`config.mk`:
```
export PLATFORM = sky130hd
export DESIGN_NAME = wavetable_rom_arbiter
export DESIGN_NICKNAME = d
export VERILOG_FILES = /design/src/rtl/wavetable_rom_arbiter.sv
export SDC_FILE = /design/constraint.sdc
export NUM_CORES = 1
export LEC_CHECK = 0
export ABC_AREA = 1
export BUFFER_PORTS_ARGS = -buffer_cell sky130_fd_sc_hd__buf_2
export CORE_MARGIN = 2
export CORE_UTILIZATION = 51
export CTS_CLUSTER_SIZE = 14
export DETAILED_ROUTE_END_ITERATION = 10
export PLACE_DENSITY = 0.88
export SLEW_MARGIN = 20
export SYNTH_ARGS = -nofsm -noshare
export SYNTH_HDL_FRONTEND = slang
export SYNTH_SLANG_ARGS = --single-unit
export TNS_END_PERCENT = 1
```
`constraint.sdc`:
```
create_clock -name clk -period 9.91 [get_ports clk]
set_input_delay 1.982 -clock clk [delete_from_list [all_inputs] [get_ports clk]]
set_output_delay 1.982 -clock clk [all_outputs]
set_load 0.01 [all_outputs]
```
`src/rtl/wavetable_rom_arbiter.sv`:
```
// ---------------------------------------------------------------------------
// wavetable_rom_arbiter
// Shares one wavetable ROM read port between N_VOICES oscillators.
// - Round-robin arbiter with a combinational one-hot grant.
// - Registered ROM command (rom_en/rom_addr) one cycle after the grant.
// - A {valid, voice_id} shift pipeline of depth ROM_LATENCY+1 routes each
//   returning ROM word to its voice as a one-cycle rvalid pulse with rdata.
// Optional feature macro: WAVETABLE_ARB_HOLD_EN
//   Adds hold_data, a per-voice copy of the last response delivered to
//   that voice, held until the voice's next response.
// ---------------------------------------------------------------------------
`default_nettype none

module wavetable_rom_arbiter #(
   parameter int N_VOICES    = 8,
   parameter int ADDR_WIDTH  = 15,
   parameter int DATA_WIDTH  = 24,
   parameter int ROM_LATENCY = 1
) (
   input  logic                                  clk,
   input  logic                                  rst,
   input  logic                                  enable,
   input  logic [N_VOICES-1:0]                   req,
   input  logic [N_VOICES-1:0][ADDR_WIDTH-1:0]   addr,
   output logic [N_VOICES-1:0]                   grant,
   output logic                                  rom_en,
   output logic [ADDR_WIDTH-1:0]                 rom_addr,
   input  logic [DATA_WIDTH-1:0]                 rom_data,
   output logic [N_VOICES-1:0]                   rvalid,
`ifdef WAVETABLE_ARB_HOLD_EN
   output logic [N_VOICES-1:0][DATA_WIDTH-1:0]   hold_data,
`endif
   output logic [DATA_WIDTH-1:0]                 rdata
);

   // Voice index width; a single voice still needs one bit.
   localparam int ID_W  = (N_VOICES > 1) ? $clog2(N_VOICES) : 1;
   // Pipeline stage k describes the read whose rom_en was high k cycles ago;
   // the last stage lines up with valid rom_data.
   localparam int DEPTH = ROM_LATENCY + 1;

   typedef struct packed {
      logic            valid;
      logic [ID_W-1:0] id;
   } tag_t;

   // Modulo-N_VOICES addition for voice indices (N need not be a power of 2).
   function automatic logic [ID_W-1:0] wrap_add(input logic [ID_W-1:0] base,
                                                input int              offs);
      int sum;
      sum = int'(base) + offs;
      if (sum >= N_VOICES) sum = sum - N_VOICES;
      return ID_W'(sum);
   endfunction

   logic [ID_W-1:0]       r_rr_ptr;
   logic                  r_rom_en;
   logic [ADDR_WIDTH-1:0] r_rom_addr;
   tag_t                  r_pipe [DEPTH];
   logic [N_VOICES-1:0]   r_rvalid;
   logic [DATA_WIDTH-1:0] r_rdata;

   logic                  w_any_grant;
   logic [ID_W-1:0]       w_grant_id;
   logic [N_VOICES-1:0]   w_grant;
   logic [ADDR_WIDTH-1:0] w_grant_addr;
   logic [N_VOICES-1:0]   w_resp_onehot;

   // Round-robin search starting at r_rr_ptr; first requester wins.
   always_comb begin
      // NOTE: every output of a combinational block gets a default before any
      // branch; a path that leaves one unassigned would infer a latch.
      w_any_grant = 1'b0;
      w_grant_id  = '0;
      w_grant     = '0;
      if (!rst && enable) begin
         for (int k = 0; k < N_VOICES; k++) begin
            if (!w_any_grant && req[wrap_add(r_rr_ptr, k)]) begin
               w_any_grant = 1'b1;
               w_grant_id  = wrap_add(r_rr_ptr, k);
            end
         end
      end
      if (w_any_grant) w_grant[w_grant_id] = 1'b1;
   end

   assign w_grant_addr = addr[w_grant_id];
   assign grant        = w_grant;

   // Pointer advance and registered ROM read command.
   always_ff @(posedge clk) begin
      // NOTE: state registers use non-blocking assignments so every flop
      // samples pre-edge values, independent of statement order.
      if (rst) begin
         r_rr_ptr   <= '0;
         r_rom_en   <= 1'b0;
         r_rom_addr <= '0;
      end else begin
         r_rom_en <= w_any_grant;
         if (w_any_grant) begin
            r_rom_addr <= w_grant_addr;
            r_rr_ptr   <= wrap_add(w_grant_id, 1);
         end
      end
   end

   assign rom_en   = r_rom_en;
   assign rom_addr = r_rom_addr;

   // Read-tracking pipeline: records who owns each ROM read in flight.
   always_ff @(posedge clk) begin
      if (rst) begin
         // NOTE: only the valid bits must clear to drop in-flight reads; the
         // ids are cleared too so no X ever reaches the response decoder.
         for (int i = 0; i < DEPTH; i++) r_pipe[i] <= '0;
      end else begin
         r_pipe[0] <= '{valid: w_any_grant, id: w_grant_id};
         for (int i = 1; i < DEPTH; i++) r_pipe[i] <= r_pipe[i-1];
      end
   end

   // One-hot decode of the voice whose ROM word is on rom_data now.
   always_comb begin
      w_resp_onehot = '0;
      if (r_pipe[DEPTH-1].valid) w_resp_onehot[r_pipe[DEPTH-1].id] = 1'b1;
   end

   // Response register: rvalid pulses one cycle, rdata holds between pulses.
   always_ff @(posedge clk) begin
      if (rst) begin
         r_rvalid <= '0;
         r_rdata  <= '0;
      end else begin
         r_rvalid <= w_resp_onehot;
         if (r_pipe[DEPTH-1].valid) r_rdata <= rom_data;
      end
   end

   assign rvalid = r_rvalid;
   assign rdata  = r_rdata;

`ifdef WAVETABLE_ARB_HOLD_EN
   logic [N_VOICES-1:0][DATA_WIDTH-1:0] r_hold;

   // Per-voice hold register, loaded alongside that voice's rvalid pulse.
   always_ff @(posedge clk) begin
      if (rst) begin
         r_hold <= '0;
      end else begin
         for (int v = 0; v < N_VOICES; v++) begin
            if (w_resp_onehot[v]) r_hold[v] <= rom_data;
         end
      end
   end

   assign hold_data = r_hold;
`endif

endmodule

`default_nettype wire

```
==> results.py, run 1 <==
metrics = {
    "run_status": {
        "status": "completed",
    },
    "clock_tree": {
        "post_cts_resized": 0,
        "cts.htree.levels": 3,
        "post_cts_buffers": 0,
        "clock_latency_ns": 0.33,
        "numCtsBuffers": 9,
        "clk_pin_slew_ns": 0.07,
        "hold_buffers": 0,
        "clockRootBuffer": "clkbuf_8",
        "cts_tree": "yes",
        "clkSinkCount": 58,
        "clock_path_buffers": 2,
    },
    "worst_setup_path": {
        "worstSetupPathType": "input port to output pin",
        "critPathSlowestCell": "nand3_4",
        "worst-path-max-fanout": 63,
        "r2r_cells": 20,
        "worst_ep_required_time_ns": 7.93,
        "cp.buffers_inverters": 4,
        "critPathTopFamily": "simple AND/OR/NAND/NOR gates",
        "critPathArrivalTime_ns": 5.03,
        "max_stage_delay_ns": 0.68,
        "startpoint_type": "input port",
        "cp-end-kind": "output pin",
        "crit_cells": 16,
        "worstPathCellList": "buf_2 -> nand2_1 -> nand3_1 -> nand3_1 -> nand2_2 -> nor2_8 -> nand4_4 -> nor2_2 -> nand3_2 -> nand3_2 -> buf_4 -> nand3_4 -> inv_2 -> nand2_1 -> nor2_1 -> buf_2",
    },
    "sta": {
        "setup_ws_ns": 2.897,
        "tightest_slew_ns": 0.7693,
        "period_share": 0.7077,
        "relSlewSlack": 0.4871,
        "hold_viol": 0,
        "rsz0062_at_grt": "false",
        "skew_ns": 0.006150,
        "setup_viol": 0,
        "max_freq_ghz": 0.1426,
        "setup_tns_ns": 0,
        "min_period_ns": 7.013,
        "maxSlewViolCount": 0,
    },
    "global_routing": {
        "grt_overflow": 0,
        "grt_pass1_vias": 4618,
        "grt_pass1_wl_um": 20310,
        "grt_use_total": 0.2805,
        "antenna_found_initial": 0,
        "grt_start_max_net_pins": 64,
    },
    "placed_design": {
        "gp_congestion": 0.9172,
        "pre_cts_slack_ns": 2.901,
        "io_buffers": 210,
        "hpwl_um": 10040,
    },
    "route": {
        "drt-total-wl_um": 13280,
        "drt.antenna.violating_nets": 0,
        "viasPerCell": 5.066,
        "detail_route.wl_per_cell_um": 12.91,
        "drt_iter0_markers": 180,
        "dr.pass1.iters": 5,
        "drc": 0,
        "vias": 5213,
    },
    "synthesis": {
        "synth_edf_count": 0,
        "netlist_area_um2": 4298,
        "synth.most_common_cell": "nand2_1",
        "synthArstFlopShare": 0,
        "synth_nets": 895,
        "yosysTopAreaCell": "dfxtp_1",
        "synth_area_leaders": "dfxtp_1 27%, nand2_1 23%, nand3_1 13%, inv_1 7.5%, nor2_1 6.4%",
        "synth_cells": 738,
        "avgSynthCellArea_um2": 5.824,
        "synth_common_cells": "264 x nand2_1, 111 x nand3_1, 86 x inv_1, 73 x nor2_1, 58 x dfxtp_1",
        "synth_top_flop_cell": "dfxtp_1",
        "ys_seq_area_frac": 0.2702,
        "synth_top_area_share": 0.2702,
        "synth.ff_latch_count": 58,
        "ys_warn_count": 0,
        "ys_types": 36,
    },
    "die": {
        "core_um2": 8175,
        "dieWidth_um": 95.80,
        "die_y_um": 95.80,
        "num_io_pins": 211,
        "die_area_um2": 9178,
        "rows": 33,
        "start_util": 0.5257,
    },
    "layout": {
        "final_nets": 1077,
        "syn2layout_area_growth_pct": 26.40,
        "diodes": 0,
        "nFillCells": 814,
        "drive_gt1_frac": 0.2922,
    },
    "min_path": {
        "hold_path_class": "flip-flop to flip-flop",
        "min_delay_path_depth": 2,
    },
    "power": {
        "p_leak_nw": 3.313,
        "ir_drop_mv": 0.1929,
        "power.density_nw_per_um2": 226.7,
    },
    "flow_run": {
        "cap_violations": 0,
    },
}
worst paths after layout:
check / endpoint / startpoint / slack, ns
worst max register to register: rom_addr[12]$_SDFFE_PP0P_ / r_rr_ptr[1]$_SDFFE_PP0P_ / 5.50
worst min register to register: r_pipe[0][4]$_SDFF_PP0_ / r_pipe[0][0]$_SDFF_PP0_ / 0.40
worst max-delay path: grant[5] / req[7] / 2.90
worst min-delay path: r_pipe[0][4]$_SDFF_PP0_ / r_pipe[0][0]$_SDFF_PP0_ / 0.40
cell families (layout without fill, tap and decap cells):
logic type / after synthesis / in the layout / synth area share
buf+inv: 138 / 324 / 0.1368
xor+xnor: 4 / 4 / 0.01165
flops: 58 / 58 / 0.2702
simple gates: 496 / 496 / 0.5188
fa+ha+maj: 2 / 2 / 0.005821
compound gates: 40 / 40 / 0.05677
where the power goes:
part	total (W)	internal, W	switching, W
clock network	0.000177	0.0000871	0.0000899
registers	0.000291	0.000265	0.0000266
logic	0.000763	0.000239	0.000525
total	0.00123	0.000590	0.000641
state kept, by name, summed over array words and instances, names as in the netlist:
signal and cells:
rdata 24, rom_addr 15, rvalid 8, r_pipe 8
r_rr_ptr 3
worst reg2reg max path, cell delays in order (launching register included):
cell	delay, ns
dfxtp_1	0.64
inv_2	0.19
ha_1	0.43
inv_2	0.19
nand3_2	0.16
nand3_2	0.12
nand2_2	0.10
nor2_8	0.13
nand4_4	0.10
nor2_2	0.13
nand3_2	0.12
nand3_2	0.08
buf_4	0.50
nand3_4	0.68
nand2_1	0.29
nand3_1	0.09
nand2_1	0.08
nand2_1	0.08
nand3_1	0.11
nand2_1	0.05
inv_1	0.07
cell usage in the layout, fill, tap and decap left out, types with 3 or more instances in the layout:
cell type and n:
nor3_1 3, nand4_1 3, nand2_1 264, inv_1 85, nand3b_1 15, buf_2 210
clkbuf_8 9, nand2_2 10, dfxtp_1 58, inv_2 10, nor2_1 73, clkinv_2 5
nand3_1 111, o21ai_1 5, o21ai_0 27, nand3_2 8
through the flow:
stage	total power (W)	instances	cell area [um2]	util	hold WS (ns)
after global placement	0.001047	1014	5274	0.6451	0.3896
final	0.001232	1029	5433	0.6645	0.4035
after floorplan	0.0008936	738	4298	-	0.3883
after global routing	0.001343	1029	5433	0.6645	0.4390
after CTS	0.001232	1029	5433	0.6645	0.4042
after detailed placement	0.001051	1014	5274	0.6451	0.3950
layer usage:
metal,vias to the layer above,track usage,share of wire
li1,2648,-,-
met5,-,0,0
met1,2309,0.3204,0.40
met2,207,0.4913,0.49
met3,49,0.05403,0.068
met4,0,0.1524,0.048
layout make-up:
type / instances / area, um2 / area share
Timing Repair Buffer: 211 / 1059 / 0.1948
Tap cell: 105 / 131.4 / 0.02418
Inverter: 98 / 374.1 / 0.06886
Sequential cell: 58 / 1161 / 0.2137
Clock inverter: 6 / 35.03 / 0.006449
Multi-Input combinational cell: 542 / 2549 / 0.4691
Clock buffer: 9 / 123.9 / 0.02280
No activity file was read; power rests on OpenSTA's default activity.
==> inputs of run 2 (changes only) <==
--- a/config.mk
+++ b/config.mk
@@ -5,13 +5,13 @@
 export SDC_FILE = /design/constraint.sdc
 export NUM_CORES = 1
 export LEC_CHECK = 0
-export ABC_AREA = 1
+export ABC_AREA = 0
 export BUFFER_PORTS_ARGS = -buffer_cell sky130_fd_sc_hd__buf_2
 export CORE_MARGIN = 2
-export CORE_UTILIZATION = 51
+export CORE_UTILIZATION = 42
 export CTS_CLUSTER_SIZE = 14
 export DETAILED_ROUTE_END_ITERATION = 10
-export PLACE_DENSITY = 0.88
+export PLACE_DENSITY = 0.78
 export SLEW_MARGIN = 20
 export SYNTH_ARGS = -nofsm -noshare
 export SYNTH_HDL_FRONTEND = slang
==> constraint.sdc (replaced) <==
create_clock -name clk -period 6.2 [get_ports clk]
set_input_delay 1.24 -clock clk [delete_from_list [all_inputs] [get_ports clk]]
set_output_delay 1.24 -clock clk [all_outputs]
set_load 0.01 [all_outputs]
==> run 2 against run 1 <==
Wire length decreased by 8.5%. Sequential cell count unchanged. Critical path depth decreased by 5. Highest routed layer unchanged.
==> results.py, run 2 <==
metrics = {
    "run_status": {
        "status": "completed",
    },
    "synthesis": {
        "synth.ff_latch_count": 58,
        "synth_common_cells": "106 x mux2i_1, 58 x dfxtp_1, 43 x nand2_1, 34 x nor2_1, 23 x o21ai_0",
        "synthAdderAreaFrac": 0.006062,
        "ys_seq_area_frac": 0.2813,
        "synth_top_area_share": 0.2813,
        "synth_area_leaders": "dfxtp_1 28%, mux2i_1 26%, mux4_2 9.3%, nand2_1 3.9%, a32o_1 3.6%",
        "synth_top_family_by_area": "multiplexers",
        "synth_compound_area_frac": 0.1340,
        "ys_types": 47,
        "synth.area.mux_share": 0.3744,
        "synth-simple-area-share": 0.1440,
        "synth_edf_count": 0,
        "ys_warn_count": 0,
        "synth_nets": 592,
        "synth_cells": 435,
        "synth.most_common_cell": "mux2i_1",
        "yosysTopAreaCell": "dfxtp_1",
        "synthArstFlopShare": 0,
        "netlist_area_um2": 4128,
        "avgSynthCellArea_um2": 9.489,
        "synth_xor_area_frac": 0.006366,
        "synth_top_flop_cell": "dfxtp_1",
    },
    "route": {
        "viasPerCell": 5.466,
        "route.layer.met1.wl_um": 4745,
        "drc": 0,
        "drt-total-wl_um": 12150,
        "dr.pass1.iters": 5,
        "drt_iter0_markers": 103,
        "detail_route.wl_per_cell_um": 15.70,
        "dr_wl_met3_um": 805,
        "highest_layer": "met4",
        "vias": 4231,
        "drt.antenna.violating_nets": 0,
        "dr_wl_met2_um": 6330,
    },
    "worst_setup_path": {
        "startpoint_type": "flip-flop",
        "worstSetupPathType": "flip-flop to output pin",
        "worst_ep_required_time_ns": 4.96,
        "r2r_cells": 11,
        "r2r_slack_ns": 1.62,
        "cp-end-kind": "output pin",
        "worst-path-max-fanout": 18,
        "critPathArrivalTime_ns": 4.37,
    },
    "global_routing": {
        "grt_pass1_wl_um": 18800,
        "grt_pass1_vias": 4014,
        "grt_start_max_net_pins": 60,
        "grt_use_total": 0.2239,
        "antenna_found_initial": 0,
        "grt_overflow": 0,
    },
    "placed_design": {
        "io_buffers": 210,
        "dp.cells": 758,
        "placed_cell_area_um2": 5246,
        "hpwl_um": 9370,
        "gp_congestion": 0.9299,
    },
    "sta": {
        "rsz0062_at_grt": "false",
        "relSlewSlack": 0.3739,
        "period_share": 0.9056,
        "setup_tns_ns": 0,
        "min_period_ns": 5.615,
        "setup_viol": 0,
        "hold_viol": 0,
        "max_freq_ghz": 0.1781,
        "maxSlewViolCount": 0,
        "skew_ns": 0.01163,
        "tightest_slew_ns": 0.9392,
        "whs_ns": 0.4541,
    },
    "die": {
        "start_util": 0.4282,
        "num_io_pins": 211,
        "die_area_um2": 10640,
        "core_um2": 9639,
        "dieWidth_um": 103.1,
        "die_y_um": 103.1,
        "rows": 36,
    },
    "layout": {
        "diodes": 0,
        "layoutNonFillerInstCount": 774,
        "syn2layout_area_growth_pct": 32.56,
        "layout_common_cells": "210 x buf_2, 106 x mux2i_1, 58 x dfxtp_1",
        "fin_area_um2": 5472,
        "largest_reg_flops": 24,
        "final_nets": 793,
        "drive_gt1_frac": 0.4212,
        "layout.cells.most_common": "buf_2",
    },
    "power": {
        "ir_drop_mv": 0.1158,
        "p_leak_nw": 2.786,
        "power.density_nw_per_um2": 337.7,
    },
    "clock_tree": {
        "clockRootBuffer": "clkbuf_8",
        "clock_latency_ns": 0.33,
        "clk_pin_slew_ns": 0.07,
        "numCtsBuffers": 9,
        "post_cts_buffers": 0,
        "clkSinkCount": 58,
        "cts_tree": "yes",
        "clock_path_buffers": 2,
        "hold_buffers": 0,
        "cts.htree.levels": 3,
        "post_cts_resized": 0,
    },
    "min_path": {
        "hold_path_class": "flip-flop to flip-flop",
        "min_delay_path_depth": 1,
    },
    "flow_run": {
        "cap_violations": 0,
    },
}
run 2: cell types whose count changed in the layout (fill, tap and decap cells not counted), moves of 14 or more:
| cell | change |
|---|---|
| nand2_1 | -221 |
| a32o_1 | +15 |
| inv_1 | -77 |
| nand3_1 | -94 |
| mux2i_1 | +106 |
| nor2_1 | -39 |
| nand3b_1 | -14 |
| mux4_2 | +17 |
run 2: layout make-up:
class | count | area, um2
flip-flops and latches | 58 | 1161
multi-input cells | 335 | 2744
repair buffers | 221 | 1134
fillers | 910 | 4168
clock inverters | 7 | 101.3
clock buffers | 9 | 123.9
inverters | 11 | 41.29
well taps | 133 | 166.4
run 2: worst paths after layout:
check,from,to
hold / removal,r_pipe[0][2]$_SDFF_PP0_,r_pipe[0][6]$_SDFF_PP0_
hold reg to reg,r_pipe[0][2]$_SDFF_PP0_,r_pipe[0][6]$_SDFF_PP0_
setup reg to reg,r_rr_ptr[0]$_SDFFE_PP0P_,rom_addr[8]$_SDFFE_PP0P_
setup / recovery,r_rr_ptr[0]$_SDFFE_PP0P_,grant[4]
run 2: power by group:
group | internal, W | leakage [nW] | total, W | switching, W
combinational | 0.000451 | 2.21 | 0.000988 | 0.000537
clock | 0.000229 | 0.106 | 0.000390 | 0.000161
sequential | 0.000428 | 0.474 | 0.000470 | 0.0000417
run 2: stage by stage:
stage / util / total power, W / worst slack (ns)
2_1_floorplan: - / 0.001203 / 1.213
3_3_place_gp: 0.5443 / 0.001438 / 0.9048
3_5_place_dp: 0.5443 / 0.001457 / 0.8555
4_1_cts: 0.5676 / 0.001852 / 0.6041
5_1_grt: 0.5676 / 0.001965 / 0.3467
6_report: 0.5676 / 0.001848 / 0.5855
run 2: routing by layer:
metal	up-vias	global-route usage
li1	2030	-
met1	1977	0.2693
met2	204	0.3981
met3	20	0.03729
met4	0	0.08704
met5	-	0
run 2: critical path, cell delays in order, from the launching register on:
cell and delay, ns:
dfxtp_1 0.34, clkinv_1 0.21, ha_1 0.72, mux2_2 0.46, a221oi_1 0.56, a2bb2oi_2 0.24, nor2_2 0.23, a22oi_1 0.11
buf_4 0.20, or2_1 0.30, nor4_1 0.45, buf_2 0.22
run 2: cell families (layout without fill, tap and decap cells):
group	count (synthesis)	after routing
AND/OR/NAND/NOR	128	128
buffers and inverters	42	248
AO/OA/AOI/OAI	70	70
XOR/XNOR	3	3
adder cells (fa/ha/maj)	2	2
flip-flops	58	58
multiplexers	132	132
==> inputs of run 3 (changes only) <==
==> constraint.sdc (replaced) <==
create_clock -name clk -period 4.8 [get_ports clk]
set_input_delay 0.96 -clock clk [delete_from_list [all_inputs] [get_ports clk]]
set_output_delay 0.96 -clock clk [all_outputs]
set_load 0.01 [all_outputs]
==> run 3 against run 2 <==
Sequential share of layout area decreased by 0.36 points. Critical path depth is 1 lower. Clock power grew 44%. Worst setup slack got worse by 0.40 ns. Count of clock-buffer cells in the layout unchanged. Wire length rose by 1.1%. Clock skew is 0.0028 ns lower. Register-to-register slack worse by 0.72 ns. Largest power group unchanged. Final cell count up 0.65%.
==> results.py, run 3 (same netlist as run 2, synthesis figures left out) <==
metrics = {
    "worst_setup_path": {
        "critPathSlowestCell": "ha_4",
        "worstSetupPathType": "flip-flop to output pin",
        "critPathTopFamily": "simple AND/OR/NAND/NOR gates",
        "r2r_start": "r_rr_ptr[0]$_SDFFE_PP0P_",
        "worst_ep_required_time_ns": 3.84,
        "critPathArrivalTime_ns": 3.66,
        "cp.buffers_inverters": 2,
        "r2r_end": "rom_addr[8]$_SDFFE_PP0P_",
        "startpoint_type": "flip-flop",
        "worstPathCellList": "clkinv_1 -> ha_4 -> mux4_2 -> mux2_2 -> or3_4 -> nor2_2 -> a22oi_1 -> or2_1 -> nor3_1 -> buf_2",
        "max_stage_delay_ns": 0.43,
        "cp-end-kind": "output pin",
        "r2r_slack_ns": 0.90,
        "worst-path-max-fanout": 12,
        "r2r_cells": 12,
    },
    "global_routing": {
        "groute.layer.met2.usage": 0.3836,
        "grt.met3_usage": 0.04542,
        "grt_start_max_net_pins": 61,
        "grt.busiest_layer": "met2",
        "met1_usage": 0.2750,
        "antenna_found_initial": 0,
        "grt_pass1_vias": 3862,
        "grt_overflow": 0,
        "grt_pass1_wl_um": 18550,
        "grt_use_total": 0.2219,
    },
    "route": {
        "drt.antenna.violating_nets": 0,
        "drt-total-wl_um": 12280,
        "viasPerCell": 5.307,
        "dr.pass1.iters": 4,
        "detail_route.wl_per_cell_um": 15.77,
        "drt_iter0_markers": 149,
        "drc": 0,
        "vias": 4134,
    },
    "run_status": {
        "status": "completed",
    },
    "clock_tree": {
        "hold_buffers": 0,
        "cts_tree": "yes",
        "clkSinkCount": 58,
        "numCtsBuffers": 9,
        "clock_path_buffers": 2,
        "clk_pin_slew_ns": 0.08,
        "clock_latency_ns": 0.33,
        "post_cts_buffers": 0,
        "clockRootBuffer": "clkbuf_8",
        "cts.htree.levels": 3,
    },
    "min_path": {
        "min_delay_path_depth": 1,
        "hold_end": "r_pipe[0][5]$_SDFF_PP0_",
        "hold_path_class": "flip-flop to flip-flop",
        "holdCritStartpoint": "r_pipe[0][1]$_SDFF_PP0_",
    },
    "power": {
        "p_leak_nw": 2.832,
        "ir_drop_mv": 0.1797,
        "power.density_nw_per_um2": 445.8,
        "p_total_w": 0.002481,
    },
    "sta": {
        "setup_tns_ns": 0,
        "setup_ws_ns": 0.1823,
        "skew_ns": 0.008822,
        "maxSlewViolCount": 0,
        "relSlewSlack": 0.5866,
        "setup_viol": 0,
        "min_period_ns": 4.618,
        "tightest_slew_ns": 0.6156,
        "period_share": 0.9620,
        "rsz0062_at_grt": "false",
        "hold_viol": 0,
        "max_freq_ghz": 0.2166,
    },
    "placed_design": {
        "pre_cts_slack_ns": 0.1896,
        "io_buffers": 210,
        "hpwl_um": 9568,
        "dp.cells": 762,
        "gp_congestion": 0.8874,
    },
    "layout": {
        "syn2layout_area_growth_pct": 34.86,
        "final_nets": 797,
        "largest_reg_flops": 24,
        "drive_gt1_frac": 0.4310,
        "layout_common_cells": "210 x buf_2, 106 x mux2i_1, 58 x dfxtp_1",
        "layoutNonFillerInstCount": 779,
        "layout.cells.most_common": "buf_2",
    },
    "die": {
        "dieWidth_um": 103.1,
        "num_io_pins": 211,
        "start_util": 0.4282,
        "rows": 36,
        "die_y_um": 103.1,
        "die_area_um2": 10640,
        "core_um2": 9639,
    },
    "flow_run": {
        "cap_violations": 0,
    },
}
[run 3: metal layers]
layer | share of wire | vias up
met2 | 0.51 | 208
li1 | - | 2033
met5 | 0 | -
met3 | 0.062 | 19
met4 | 0.020 | 0
met1 | 0.41 | 1874
[run 3: worst max path at each step]
stage / startpoint / to / slack, ns / cells after the start
floorplan: r_rr_ptr[1]$_SDFFE_PP0P_ / grant[4] / 0.09 / 12
global placement: req[0] / grant[5] / 0.25 / 10
detailed placement: req[1] / grant[5] / 0.19 / 10
CTS: r_rr_ptr[0]$_SDFFE_PP0P_ / grant[5] / 0.006 / 11
global route: r_rr_ptr[0]$_SDFFE_PP0P_ / grant[7] / 0.008 / 10
finish: r_rr_ptr[0]$_SDFFE_PP0P_ / grant[7] / 0.18 / 10
[run 3: area by class of cell]
cell class / count / area [um2]
multi-input cells: 335 / 2770
repair buffers: 225 / 1176
flip-flops and latches: 58 / 1161
inverters: 11 / 41.29
well taps: 133 / 166.4
clock inverters: 7 / 125.1
clock buffers: 9 / 123.9
fillers: 883 / 4073
diodes: 1 / 2.502
[run 3: per-stage QoR]
stage,util,hold slack (ns),cell area (um2)
global route,0.5772,0.4662,5564
global placement,0.5487,0.4380,5289
finish,0.5775,0.4423,5567
CTS,0.5754,0.4512,5547
detailed placement,0.5487,0.4353,5289
floorplan,-,0.4138,4128
[run 3: repair_timing]
action,in CTS,in global routing
gates resized for setup,2,3
pin swaps,0,1
endpoints found under the setup margin,4,4
[run 3: power breakdown]
group / switching, W / internal, W / leakage [nW]
Clock: 0.000212 / 0.000349 / 0.124
Sequential: 0.0000508 / 0.000553 / 0.474
Combinational: 0.000711 / 0.000605 / 2.23
